$ cat src/rtl/risc8_pkg.sv
// Shared definitions for the 8-bit RISC core: opcodes, forwarding encodings,
// hazard scoreboard entry type and the opcode-class decoder.
package risc8_pkg;

  localparam int RISC8_REG_AW = 4;
  localparam int RISC8_OPC_W  = 4;

  localparam logic [RISC8_OPC_W-1:0] OP_ADD  = 4'h0;
  localparam logic [RISC8_OPC_W-1:0] OP_SUB  = 4'h1;
  localparam logic [RISC8_OPC_W-1:0] OP_AND  = 4'h2;
  localparam logic [RISC8_OPC_W-1:0] OP_OR   = 4'h3;
  localparam logic [RISC8_OPC_W-1:0] OP_ADDI = 4'h4;
  localparam logic [RISC8_OPC_W-1:0] OP_LD   = 4'h5;
  localparam logic [RISC8_OPC_W-1:0] OP_ST   = 4'h6;
  localparam logic [RISC8_OPC_W-1:0] OP_XOR  = 4'h7;
  localparam logic [RISC8_OPC_W-1:0] OP_BEQ  = 4'h8;
  localparam logic [RISC8_OPC_W-1:0] OP_SHLI = 4'h9;
  localparam logic [RISC8_OPC_W-1:0] OP_MOV  = 4'hA;
  localparam logic [RISC8_OPC_W-1:0] OP_NOT  = 4'hB;
  localparam logic [RISC8_OPC_W-1:0] OP_SLT  = 4'hC;
  localparam logic [RISC8_OPC_W-1:0] OP_SHL  = 4'hD;
  localparam logic [RISC8_OPC_W-1:0] OP_SHR  = 4'hE;
  localparam logic [RISC8_OPC_W-1:0] OP_NOP  = 4'hF;

  localparam logic [1:0] FWD_RF    = 2'b00;
  localparam logic [1:0] FWD_EXMEM = 2'b01;
  localparam logic [1:0] FWD_MEMWB = 2'b10;

  typedef struct packed {
    logic                    valid;
    logic [RISC8_REG_AW-1:0] rd;
    logic                    regwrite;
    logic                    memread;
  } sb_entry_t;

  typedef struct packed {
    logic regwrite;
    logic memread;
    logic reads_rs1;
    logic reads_rs2;
  } op_class_t;

  function automatic op_class_t decode_op(input logic [RISC8_OPC_W-1:0] op);
    op_class_t c;
    c.regwrite  = 1'b1;
    c.memread   = (op == OP_LD);
    c.reads_rs1 = 1'b1;
    c.reads_rs2 = 1'b1;
    case (op)
      OP_ST, OP_BEQ:         c.regwrite  = 1'b0;
      OP_ADDI, OP_LD, OP_SHLI: c.reads_rs2 = 1'b0;
      OP_MOV, OP_NOT:        c.reads_rs1 = 1'b0;
      OP_NOP: begin
        c.regwrite  = 1'b0;
        c.reads_rs1 = 1'b0;
        c.reads_rs2 = 1'b0;
      end
      default: ;
    endcase
    return c;
  endfunction

endpackage

$ cat src/rtl/hazard_scoreboard.sv
// Three-entry (EX, MEM, WB) destination-register shift register.
// Shifts on advance; a bubble loads an invalid entry into EX.
module hazard_scoreboard
  import risc8_pkg::*;
(
  input  logic      clk,
  input  logic      rst_n,
  input  logic      advance_i,
  input  logic      bubble_i,
  input  sb_entry_t id_entry_i,
  output sb_entry_t ex_entry_o,
  output sb_entry_t mem_entry_o,
  output sb_entry_t wb_entry_o
);

  sb_entry_t ex_q, mem_q, wb_q;

  always_ff @(posedge clk or negedge rst_n) begin
    if (!rst_n) begin
      ex_q  <= '0;
      mem_q <= '0;
      wb_q  <= '0;
    end else if (advance_i) begin
      wb_q  <= mem_q;
      mem_q <= ex_q;
      ex_q  <= bubble_i ? '0 : id_entry_i;
    end
  end

  assign ex_entry_o  = ex_q;
  assign mem_entry_o = mem_q;
  assign wb_entry_o  = wb_q;

endmodule

$ cat src/rtl/hazard_scheduler.sv
// Pipeline hazard controller: freeze, branch squash, load-use stall, EX forwarding.
// Optional performance counters under HAZARD_PERF_CNT_EN.
module hazard_scheduler
  import risc8_pkg::*;
#(
  parameter int REG_AW = 4,
  parameter int OPC_W  = 4
) (
  input  logic              clk,
  input  logic              rst_n,
  input  logic              id_valid,
  input  logic [OPC_W-1:0]  id_opcode,
  input  logic [REG_AW-1:0] id_rd,
  input  logic [REG_AW-1:0] id_rs1,
  input  logic [REG_AW-1:0] id_rs2,
  input  logic              ex_branch_taken,
  input  logic              dmem_busy,
  output logic              pc_hold,
  output logic              ifid_hold,
  output logic              ifid_flush,
  output logic              idex_bubble,
  output logic [1:0]        fwd_a,
  output logic [1:0]        fwd_b,
  output logic [15:0]       stall_cnt,
  output logic [15:0]       flush_cnt
);

  op_class_t dec;
  sb_entry_t id_entry, ex_e, mem_e, wb_entry_unused;
  logic      use_rs1, use_rs2, load_use;
  logic      freeze, squash, stall;
  logic [1:0] fwd_a_d, fwd_b_d;
  logic [1:0] fwd_a_q, fwd_b_q;

  assign dec     = decode_op(id_opcode);
  assign use_rs1 = id_valid & dec.reads_rs1;
  assign use_rs2 = id_valid & dec.reads_rs2;

  assign id_entry.valid    = id_valid;
  assign id_entry.rd       = id_rd;
  assign id_entry.regwrite = id_valid & dec.regwrite;
  assign id_entry.memread  = id_valid & dec.memread;

  assign load_use = ex_e.valid & ex_e.memread &
                    ((use_rs1 & (id_rs1 == ex_e.rd)) | (use_rs2 & (id_rs2 == ex_e.rd)));

  assign freeze = dmem_busy;
  assign squash = ~freeze & ex_branch_taken;
  assign stall  = ~freeze & ~squash & load_use;

  assign pc_hold     = freeze | stall;
  assign ifid_hold   = freeze | stall;
  assign ifid_flush  = squash;
  assign idex_bubble = squash | stall;

  hazard_scoreboard u_scoreboard (
    .clk         (clk),
    .rst_n       (rst_n),
    .advance_i   (~freeze),
    .bubble_i    (squash | stall),
    .id_entry_i  (id_entry),
    .ex_entry_o  (ex_e),
    .mem_entry_o (mem_e),
    .wb_entry_o  (wb_entry_unused)
  );

  // EX producer will sit in MEM next cycle, so it is checked first (youngest wins).
  function automatic logic [1:0] fwd_sel(input logic used, input logic [REG_AW-1:0] src,
                                         input sb_entry_t ex_i, input sb_entry_t mem_i);
    if (!used)                                          return FWD_RF;
    else if (ex_i.valid && ex_i.regwrite && src == ex_i.rd)    return FWD_EXMEM;
    else if (mem_i.valid && mem_i.regwrite && src == mem_i.rd) return FWD_MEMWB;
    else                                                return FWD_RF;
  endfunction

  assign fwd_a_d = fwd_sel(use_rs1, id_rs1, ex_e, mem_e);
  assign fwd_b_d = fwd_sel(use_rs2, id_rs2, ex_e, mem_e);

  always_ff @(posedge clk or negedge rst_n) begin
    if (!rst_n) begin
      fwd_a_q <= FWD_RF;
      fwd_b_q <= FWD_RF;
    end else if (!freeze) begin
      if (squash || stall) begin
        fwd_a_q <= FWD_RF;
        fwd_b_q <= FWD_RF;
      end else begin
        fwd_a_q <= fwd_a_d;
        fwd_b_q <= fwd_b_d;
      end
    end
  end

  assign fwd_a = fwd_a_q;
  assign fwd_b = fwd_b_q;

`ifdef HAZARD_PERF_CNT_EN
  logic [15:0] stall_cnt_q, flush_cnt_q;

  always_ff @(posedge clk or negedge rst_n) begin
    if (!rst_n) begin
      stall_cnt_q <= '0;
      flush_cnt_q <= '0;
    end else begin
      if (stall && stall_cnt_q != 16'hFFFF) stall_cnt_q <= stall_cnt_q + 16'd1;
      if (squash && flush_cnt_q != 16'hFFFF) flush_cnt_q <= flush_cnt_q + 16'd1;
    end
  end

  assign stall_cnt = stall_cnt_q;
  assign flush_cnt = flush_cnt_q;
`else
  assign stall_cnt = '0;
  assign flush_cnt = '0;
`endif

endmodule

$ cat config.mk
export PLATFORM = sky130hd
export DESIGN_NAME = hazard_scheduler
export DESIGN_NICKNAME = d
export VERILOG_FILES = /design/src/rtl/risc8_pkg.sv /design/src/rtl/hazard_scoreboard.sv /design/src/rtl/hazard_scheduler.sv
export SDC_FILE = /design/constraint.sdc
export NUM_CORES = 1
export LEC_CHECK = 0
export ABC_AREA = 1
export CORE_MARGIN = 3
export CORE_UTILIZATION = 45
export DETAILED_ROUTE_END_ITERATION = 10
export PLACE_DENSITY = 0.86
export SETUP_SLACK_MARGIN = 0.1
export SYNTH_ARGS = -nofsm -noshare
export SYNTH_HDL_FRONTEND = slang
export SYNTH_SLANG_ARGS = --single-unit
export TNS_END_PERCENT = 100
$ cat constraint.sdc
create_clock -name clk -period 6.2 [get_ports clk]
set_input_delay 1.86 -clock clk [delete_from_list [all_inputs] [get_ports clk]]
set_output_delay 1.86 -clock clk [all_outputs]
set_load 0.01 [all_outputs]
==> metrics.txt, run 1 <==
drt via density=4.44; WHS Endpoint=fwd_a[0]; crit-path max cell delay=about 0.54 ns; Crit Path Category=in -> out; arrival time worst endpoint=3.71 ns; Core Rows=19; initial DRC count=21; sequential share of the synthesized area=a little under a third; Worst Hold Launch=fwd_a[0]; Design Area, Final=~1600 µm²; CTS clk-pin slew, worst paths=0.10 ns; Reg2Reg Setup Slack=~4.8 ns; Synth Flop Type=dfrtp_1; clk_skew=approximately 0.0045 ns; Setup crit start kind=input port; Via Count=roughly 1100; Clk Latency, worst-skew pair=around 0.30 ns; Reg2Reg Depth=10; Die Wd=61.0 µm; hold depth=2; Post-synth EDFFs=0; asr flop ratio synth=between 90% and 100%; Max-slew headroom=46.7%; Yosys reg bits=17; RSZ-0062 raised after global routing=no; clock buffer depth=2; CTS tree=done; Leak=approximately 0.00082 µW; crit-path cells=clkdlybuf4s50_1, inv_1, nand2_1, nand2_1, nor2_1, nand2_2, nand2_2, nand2_4, nand2_4, clkdlybuf4s50_1; fin crit share=~90%; Core Util, Final=a little under three fifths; Initial DRT Pass Iterations=4; Total Neg Setup Slack=0 ns; worst vdd ir=~0.000076 V; synth top area cells=dfrtp_1, buf_4, nand2_1; antenna cells=0; Port Buf Inserts=28; result of the run=finished, final reports clean; die area=approximately 3700 µm²; synth cell count leaders=nand2_1, buf_4, nor2_1; Reg2Reg Launch Point=u_scoreboard.ex_entry_o[3]; largest net degree at the start of global routing=24; # clock sinks=17; post-DR wirelength/cell=10.6 µm; Worst EP required=roughly 4.3 ns; Final setup viols=0; Post-CTS Setup Inserts=0; Max Cap Viol=0; gr usage total=around 15%; Top delay family on crit path=buffers and inverters; Critical path buffers and inverters=3; Detailed Route WL=2.66 mm; hold buffers post-CTS=0; io pins=around 60; met1 Resource Use GR=20.5%; slowest CP cell=clkdlybuf4s50_1; Crit Path Max Fanout=6; Final HPWL DP=~2.1 mm; Starting Density=about half; Post-DRT Antenna Nets=0; count of different cell masters after synthesis=25; proportion of layout cells with a drive suffix above 1=a little under an eighth; met2 Track Usage GR=a little under a quarter; nets=242; Final Hold Vio Count=0; Mean Syn Cell Area=approximately 7.1 µm²; GRT Residual Overflow=0; Slew @ Worst Pin=between 0.7 and 0.8 ns; fin. max-slew vios=0; Ys Warns=0; CTS Buf Count=3; Root Driver=clkbuf_4; Cell Area, Synth=between 1000 and 1500 µm²; DRC=0; first-pass GRT wire length=4.22 mm; Placer Congestion=approximately 0.84; global route hottest layer=met2; Reg-to-Reg End=u_scoreboard.ex_entry_o[2]; via count of the first global-routing pass=roughly 980; Pwr per Cell Area=166 nW/µm²; most frequent cell after synthesis=nand2_1; Placed Area=approximately 1500 µm²; initial antenna violation count=0; Layout area overhead=15.5%; H-tree Lvls=1; Core ar.=around 2800 µm²; die height=61.0 µm; area leader, netlist=dfrtp_1; Worst Hold Class=reg -> reg; Highest Clock Rate=approximately 0.18 GHz; post-CTS sizing=0; Yosys top cell area share=a little under a third; post-route minimum period=roughly 5.6 ns; nature of the critical path endpoint=output pin; M3 GR Usage=between 2 and 2.5%; Gate Count Post-Synth=approximately 190
-- report_power, final --
part,internal (µW),total (µW),switching [µW]
Clock,24.1,62.0,37.9
Combinational,29.9,71.9,42.0
Sequential,119,127,8.26
-- flip-flops by register name, indices dropped and copies added (netlist names) --
signal	count
fwd_a	2
fwd_b	2
u_scoreboard.ex_entry_o	7
u_scoreboard.mem_entry_o	6
-- per-layer routing --
metal	share of wire, %	up-vias	wire length [µm]
met5	0	-	0
met4	2.9	0	77
met3	5.2	7	139
met2	46	41	1230
met1	46	481	1220
li1	-	586	-
-- cell type report --
| type | count | area (µm²) |
|---|---|---|
| Timing Repair Buffer | 29 | 288 |
| Sequential cell | 17 | 425 |
| Clock inverter | 1 | 5.00 |
| Inverter | 18 | 67.6 |
| Tap cell | 31 | 38.8 |
| Multi-Input combinational cell | 152 | 723 |
| Clock buffer | 3 | 22.5 |
| Fill cell | 274 | 1260 |
-- logic make-up (layout without fill, tap and decap cells) --
family / count (synthesis) / after routing / synth area share (%)
compound gates: 16 / 16 / 8.19
flops: 17 / 17 / 31.3
simple gates: 97 / 97 / 31.6
buf+inv: 54 / 51 / 24.1
other cells: 1 / 32 / 0.276
xor+xnor: 7 / 7 / 4.51
-- worst max-delay path by stage --
stage                 start        end  slack, ns  cells past startpoint
2_1_floorplan     dmem_busy    pc_hold       1.62                      7
3_3_place_gp   id_opcode[1]    pc_hold       0.67                     10
3_5_place_dp   id_opcode[1]  ifid_hold       0.65                     10
4_1_cts        id_opcode[1]  ifid_hold       0.64                     10
5_1_grt        id_opcode[3]    pc_hold       0.52                     11
6_report       id_opcode[1]    pc_hold       0.63                     10
-- cells in the final DEF (no fill, tap or decap) --
| master | n |
|---|---|
| conb_1 | 32 |
| a21oi_1 | 1 |
| dfrtp_1 | 17 |
| xor2_1 | 3 |
| buf_4 | 1 |
| nand3b_1 | 1 |
| o21ai_2 | 8 |
| clkinv_2 | 1 |
| inv_2 | 4 |
| o22ai_1 | 1 |
| inv_1 | 14 |
| nor2_2 | 1 |
| nor3_1 | 3 |
| or2_2 | 1 |
| o21ai_0 | 6 |
| nor2_1 | 18 |
| nand3_2 | 1 |
| xnor2_1 | 4 |
| nand2_2 | 2 |
| nand3_1 | 6 |
| nand2_4 | 3 |
| and3_1 | 1 |
| nand2_1 | 56 |
| clkbuf_4 | 3 |
| clkdlybuf4s50_1 | 28 |
| nand4_1 | 4 |
-- tightest hold or removal path: cells and delay by family, from the launching register on --
kind               cells  cell delay (ns)
and+or+nand+nor        1             0.06
AOI/OAI and AO/OA      1             0.05
DFF                    1             0.36
-- metrics by stage --
stage	total power, µW	setup WS, ns	hold slack [ns]	cells
floorplan	188	1.62	0.447	223
global placement	199	0.671	0.460	247
detailed placement	201	0.652	0.470	247
CTS	264	0.636	0.496	251
global route	279	0.516	0.530	251
finish	261	0.630	0.489	251
Power figures use the tool's default switching activity.
==> run 2, diff against run 1 <==
==> constraint.sdc (replaced) <==
create_clock -name clk -period 7.1 [get_ports clk]
set_input_delay 2.13 -clock clk [delete_from_list [all_inputs] [get_ports clk]]
set_output_delay 2.13 -clock clk [all_outputs]
set_load 0.01 [all_outputs]
==> run 2 against run 1 <==
Clock power fell by 15%. Final area barely moved. Global-route usage rose by 0.73 points. Register-to-register slack gained 0.89 ns. Non-clock buffer count did not move.
==> metrics.txt, run 2 (synthesis gave the netlist of run 1 again) <==
Starting Density=between 40% and 50%; die height=around 60 µm; CTS tree=done; post-route minimum period=between 6 and 7 ns; crit-path max cell delay=0.55 ns; Post-DRT Antenna Nets=0; Total Neg Setup Slack=0 ns; first-pass GRT wire length=between 4 and 5 mm; Placer Congestion=approximately 0.86; Crit Path Category=in -> out; total power=roughly 230 µW; hold buffers post-CTS=0; RSZ-0062 raised after global routing=no; Max Cap Viol=0; proportion of layout cells with a drive suffix above 1=10.9%; io pins=61; nature of the critical path endpoint=output pin; Post-CTS Setup Inserts=0; Worst Hold Launch=fwd_b[1]; GRT Residual Overflow=0; Worst Hold Class=reg -> reg; Largest register FFs=7; Top delay family on crit path=buffers and inverters; Clk Latency, worst-skew pair=approximately 0.30 ns; worst vdd ir=about 0.000095 V; Crit Path Max Fanout=6; Final Hold Vio Count=0; Worst EP required=between 4 and 5 ns; result of the run=finished, final reports clean; Critical path buffers and inverters=3; arrival time worst endpoint=~4 ns; commonest non-fill, non-tap cell in the layout=nand2_1; clk_skew=0.00656 ns; Highest Clock Rate=0.163 GHz; Slew @ Worst Pin=slightly above 0.8 ns; nets=~240; Final setup viols=0; Core Util, Final=55.5%; Initial DRT Pass Iterations=4; # clock sinks=17; clock buffer depth=2; Core ar.=roughly 2800 µm²; post-DR wirelength/cell=10.7 µm; Port Buf Inserts=28; largest net degree at the start of global routing=24; die area=approximately 3700 µm²; post-CTS sizing=0; initial DRC count=39; H-tree Lvls=1; Leak=0.000819 µW; initial antenna violation count=0; Root Driver=clkbuf_4; Final HPWL DP=~2.2 mm; DRC=0; most frequent cells in the layout=nand2_1, conb_1, clkdlybuf4s50_1; drt via density=between 4 and 5; hold depth=2; fin crit share=86.3%; Reg2Reg Launch Point=u_scoreboard.ex_entry_o[3]; Setup crit start kind=input port; Core Rows=19; Detailed Route WL=about 2.7 mm; Via Count=between 1000 and 1500; Reg2Reg Depth=10; gr usage total=~16%; antenna cells=0; Max-slew headroom=45.6%; WHS Endpoint=fwd_b[1]; CTS clk-pin slew, worst paths=0.09 ns; slowest CP cell=clkdlybuf4s50_1; crit-path cells=clkdlybuf4s50_1, inv_1, nand2_1, nand2_1, nor2_1, nand2_2, nand2_2, nand2_4, nand2_4, clkdlybuf4s50_1; Reg2Reg Setup Slack=between 5 and 6 ns; via count of the first global-routing pass=1044; fin. max-slew vios=0; Die Wd=around 61 µm; Pwr per Cell Area=roughly 140 nW/µm²; CTS Buf Count=3; Layout area overhead=15.4%; Reg-to-Reg End=u_scoreboard.ex_entry_o[5]
[run 2: cell count changes in the layout (fill, tap and decap cells not counted)]
cell	change
clkbuf_1	+1
clkinv_2	-1
[run 2: worst register-to-register path, stage by stage, from the launching register on]
cell and delay, ns:
dfrtp_1 0.45, inv_2 0.09, nand2_1 0.05, nand2_1 0.05, nand3_1 0.10, nor2_1 0.19, nand2_2 0.07, nand2_2 0.08
nand2_4 0.08, nand2_4 0.12, o21ai_2 0.06
[run 2: through the flow]
stage	setup slack (ns)	area [µm²]	hold slack, ns	cells
global placement	1.03	1540	0.461	247
finish	0.969	1570	0.487	251
global route	0.835	1570	0.522	251
floorplan	1.98	1480	0.447	223
detailed placement	0.985	1540	0.465	247
CTS	0.978	1570	0.488	251
[run 2: area by class of cell]
| type | instances | area, µm² |
|---|---|---|
| fillers | 260 | 1260 |
| multi-input cells | 152 | 723 |
| flip-flops and latches | 17 | 425 |
| repair buffers | 29 | 288 |
| inverters | 18 | 67.6 |
| clock buffers | 4 | 26.3 |
| well taps | 31 | 38.8 |
[run 2: report_power, final]
group	leakage, µW	switching [µW]	internal, µW	total, µW
Sequential	0.000223	7.29	104	111
Combinational	0.000581	36.8	26.1	62.9
Clock	0.0000150	30.6	21.9	52.5
[run 2: worst max path at each step]
stage / start / end / slack (ns) / cells after the start
6_report: id_opcode[1] / ifid_hold / 0.97 / 10
4_1_cts: id_opcode[1] / ifid_hold / 0.98 / 10
2_1_floorplan: dmem_busy / pc_hold / 1.98 / 7
3_5_place_dp: id_opcode[1] / ifid_hold / 0.98 / 10
5_1_grt: id_opcode[1] / ifid_hold / 0.83 / 10
3_3_place_gp: id_opcode[1] / ifid_hold / 1.03 / 10
[run 2: per-layer routing]
| layer | wire [µm] | track usage [%] | vias to the layer above |
|---|---|---|---|
| met1 | 1230 | 20.6 | 497 |
| met5 | 0 | 0 | - |
| met2 | 1250 | 26.6 | 45 |
| met3 | 153 | 2.34 | 5 |
| li1 | - | - | 590 |
| met4 | 50 | 7.12 | 0 |
==> run 3, diff against run 2 <==
--- a/config.mk
+++ b/config.mk
@@ -8,6 +8,7 @@
 export ABC_AREA = 1
 export CORE_MARGIN = 3
 export CORE_UTILIZATION = 45
+export CTS_BUF_LIST = sky130_fd_sc_hd__clkbuf_16
 export DETAILED_ROUTE_END_ITERATION = 10
 export PLACE_DENSITY = 0.86
 export SETUP_SLACK_MARGIN = 0.1
==> run 3 against run 2 <==
Clock-buffer cell count shrank 1. Non-clock buffer count is the same. Fmax shrank 0.70%. Register-to-register slack is essentially flat. Final cell count is the same. Critical endpoint unchanged. Wire length grew 7.0%. Clock skew shrank 0.0035 ns. Via count grew 2.5%.
==> metrics.txt, run 3 (synthesis gave the netlist of run 1 again) <==
result of the run=finished, final reports clean; most frequent cells in the layout=nand2_1, conb_1, clkdlybuf4s50_1; initial antenna violation count=0; Post-CTS Setup Inserts=0; post-route minimum period=around 6.2 ns; die height=61.0 µm; Root Driver=clkbuf_16; Leak=~0.00085 µW; via count of the first global-routing pass=around 1100; Reg2Reg Launch Point=u_scoreboard.ex_entry_o[3]; Crit Path Max Fanout=6; Placer Congestion=about 0.86; Final HPWL DP=roughly 2.2 mm; Core Rows=19; Final Hold Vio Count=0; Die Wd=61.0 µm; Post-DRT Antenna Nets=0; Worst Hold Class=reg -> reg; RSZ-0062 raised after global routing=no; post-DR wirelength/cell=11.4 µm; largest net degree at the start of global routing=24; Highest Clock Rate=between 0.15 and 0.2 GHz; Setup crit start kind=input port; CTS tree=done; nets=between 200 and 250; Via Count=approximately 1200; Worst Setup SP=id_opcode[1]; initial DRC count=59; Layout area overhead=19.2%; Worst Hold Launch=u_scoreboard.ex_entry_o[0]; Slew @ Worst Pin=0.794 ns; fin crit share=approximately 87%; Placed Area=about 1500 µm²; DRC=0; proportion of layout cells with a drive suffix above 1=between 10% and 20%; # clock sinks=17; clock buffer depth=2; arrival time worst endpoint=4.04 ns; CTS clk-pin slew, worst paths=0.05 ns; Clk Latency, worst-skew pair=0.25 ns; Max Cap Viol=0; Final setup viols=0; Max-slew headroom=around 47%; Crit Path Category=in -> out; Pwr per Cell Area=about 180 nW/µm²; fin. max-slew vios=0; H-tree Lvls=1; commonest non-fill, non-tap cell in the layout=nand2_1; first-pass GRT wire length=~4.7 mm; Core ar.=approximately 2800 µm²; GRT Residual Overflow=0; drt via density=4.64; hold buffers post-CTS=0; nature of the critical path endpoint=output pin; Starting Density=just under 50%; Largest register FFs=7; post-CTS sizing=0; Core Util, Final=between 50% and 60%; Total Neg Setup Slack=0 ns; antenna cells=0; worst vdd ir=0.0000953 V; Port Buf Inserts=28; io pins=between 60 and 70; die area=around 3700 µm²; Design Area, Final=roughly 1600 µm²; Worst EP required=about 5.0 ns; Initial DRT Pass Iterations=4; gr usage total=17.0%; Detailed Route WL=2.87 mm; CTS Buf Count=3; clk_skew=0.00305 ns
run 3: layout make-up:
| class | instances | area [µm²] |
|---|---|---|
| Clock inverter | 1 | 3.75 |
| Multi-Input combinational cell | 152 | 723 |
| Tap cell | 31 | 38.8 |
| Timing Repair Buffer | 29 | 288 |
| Fill cell | 245 | 1210 |
| Sequential cell | 17 | 425 |
| Inverter | 18 | 67.6 |
| Clock buffer | 3 | 75.1 |
run 3: where the power goes:
part / switching [µW] / internal (µW)
sequential: 7.43 / 104
clock: 35.6 / 74.7
combinational: 37.4 / 26.1
total: 80.4 / 205
run 3: layer usage:
layer,vias to the layer above,track usage (%),part of all wire (%)
met1,520,21.4,43
met5,-,0,0
met3,4,2.13,6.2
li1,588,-,-
met2,53,28.7,49
met4,0,8.05,1.5
run 3: per-stage QoR:
| step | cells | worst slack (ns) | power, µW | hold WS, ns |
|---|---|---|---|---|
| final | 251 | 0.927 | 285 | 0.484 |
| after global placement | 247 | 1.03 | 174 | 0.461 |
| after global routing | 251 | 0.797 | 301 | 0.509 |
| after CTS | 251 | 0.939 | 288 | 0.477 |
| after detailed placement | 247 | 0.985 | 176 | 0.465 |
| after floorplan | 223 | 1.98 | 164 | 0.447 |
run 3: worst paths after layout:
check | to | slack [ns] | cells after the start
hold / removal | u_scoreboard.ex_entry_o[0] | 0.48 | 2
setup / recovery | ifid_hold | 0.93 | 10
setup reg to reg | u_scoreboard.ex_entry_o[5] | 5.65 | 10
max in group asynchronous | u_scoreboard.mem_entry_o[1] | 4.26 | 1
hold reg to reg | u_scoreboard.ex_entry_o[0] | 0.48 | 2
min in group asynchronous | u_scoreboard.mem_entry_o[2] | 2.35 | 1
run 3: worst max-delay path: stages:
cell	delay, ns
clkdlybuf4s50_1	0.53
inv_1	0.08
nand2_1	0.07
nand2_1	0.05
nor2_1	0.25
nand2_2	0.09
nand2_2	0.09
nand2_4	0.09
nand2_4	0.12
clkdlybuf4s50_1	0.55
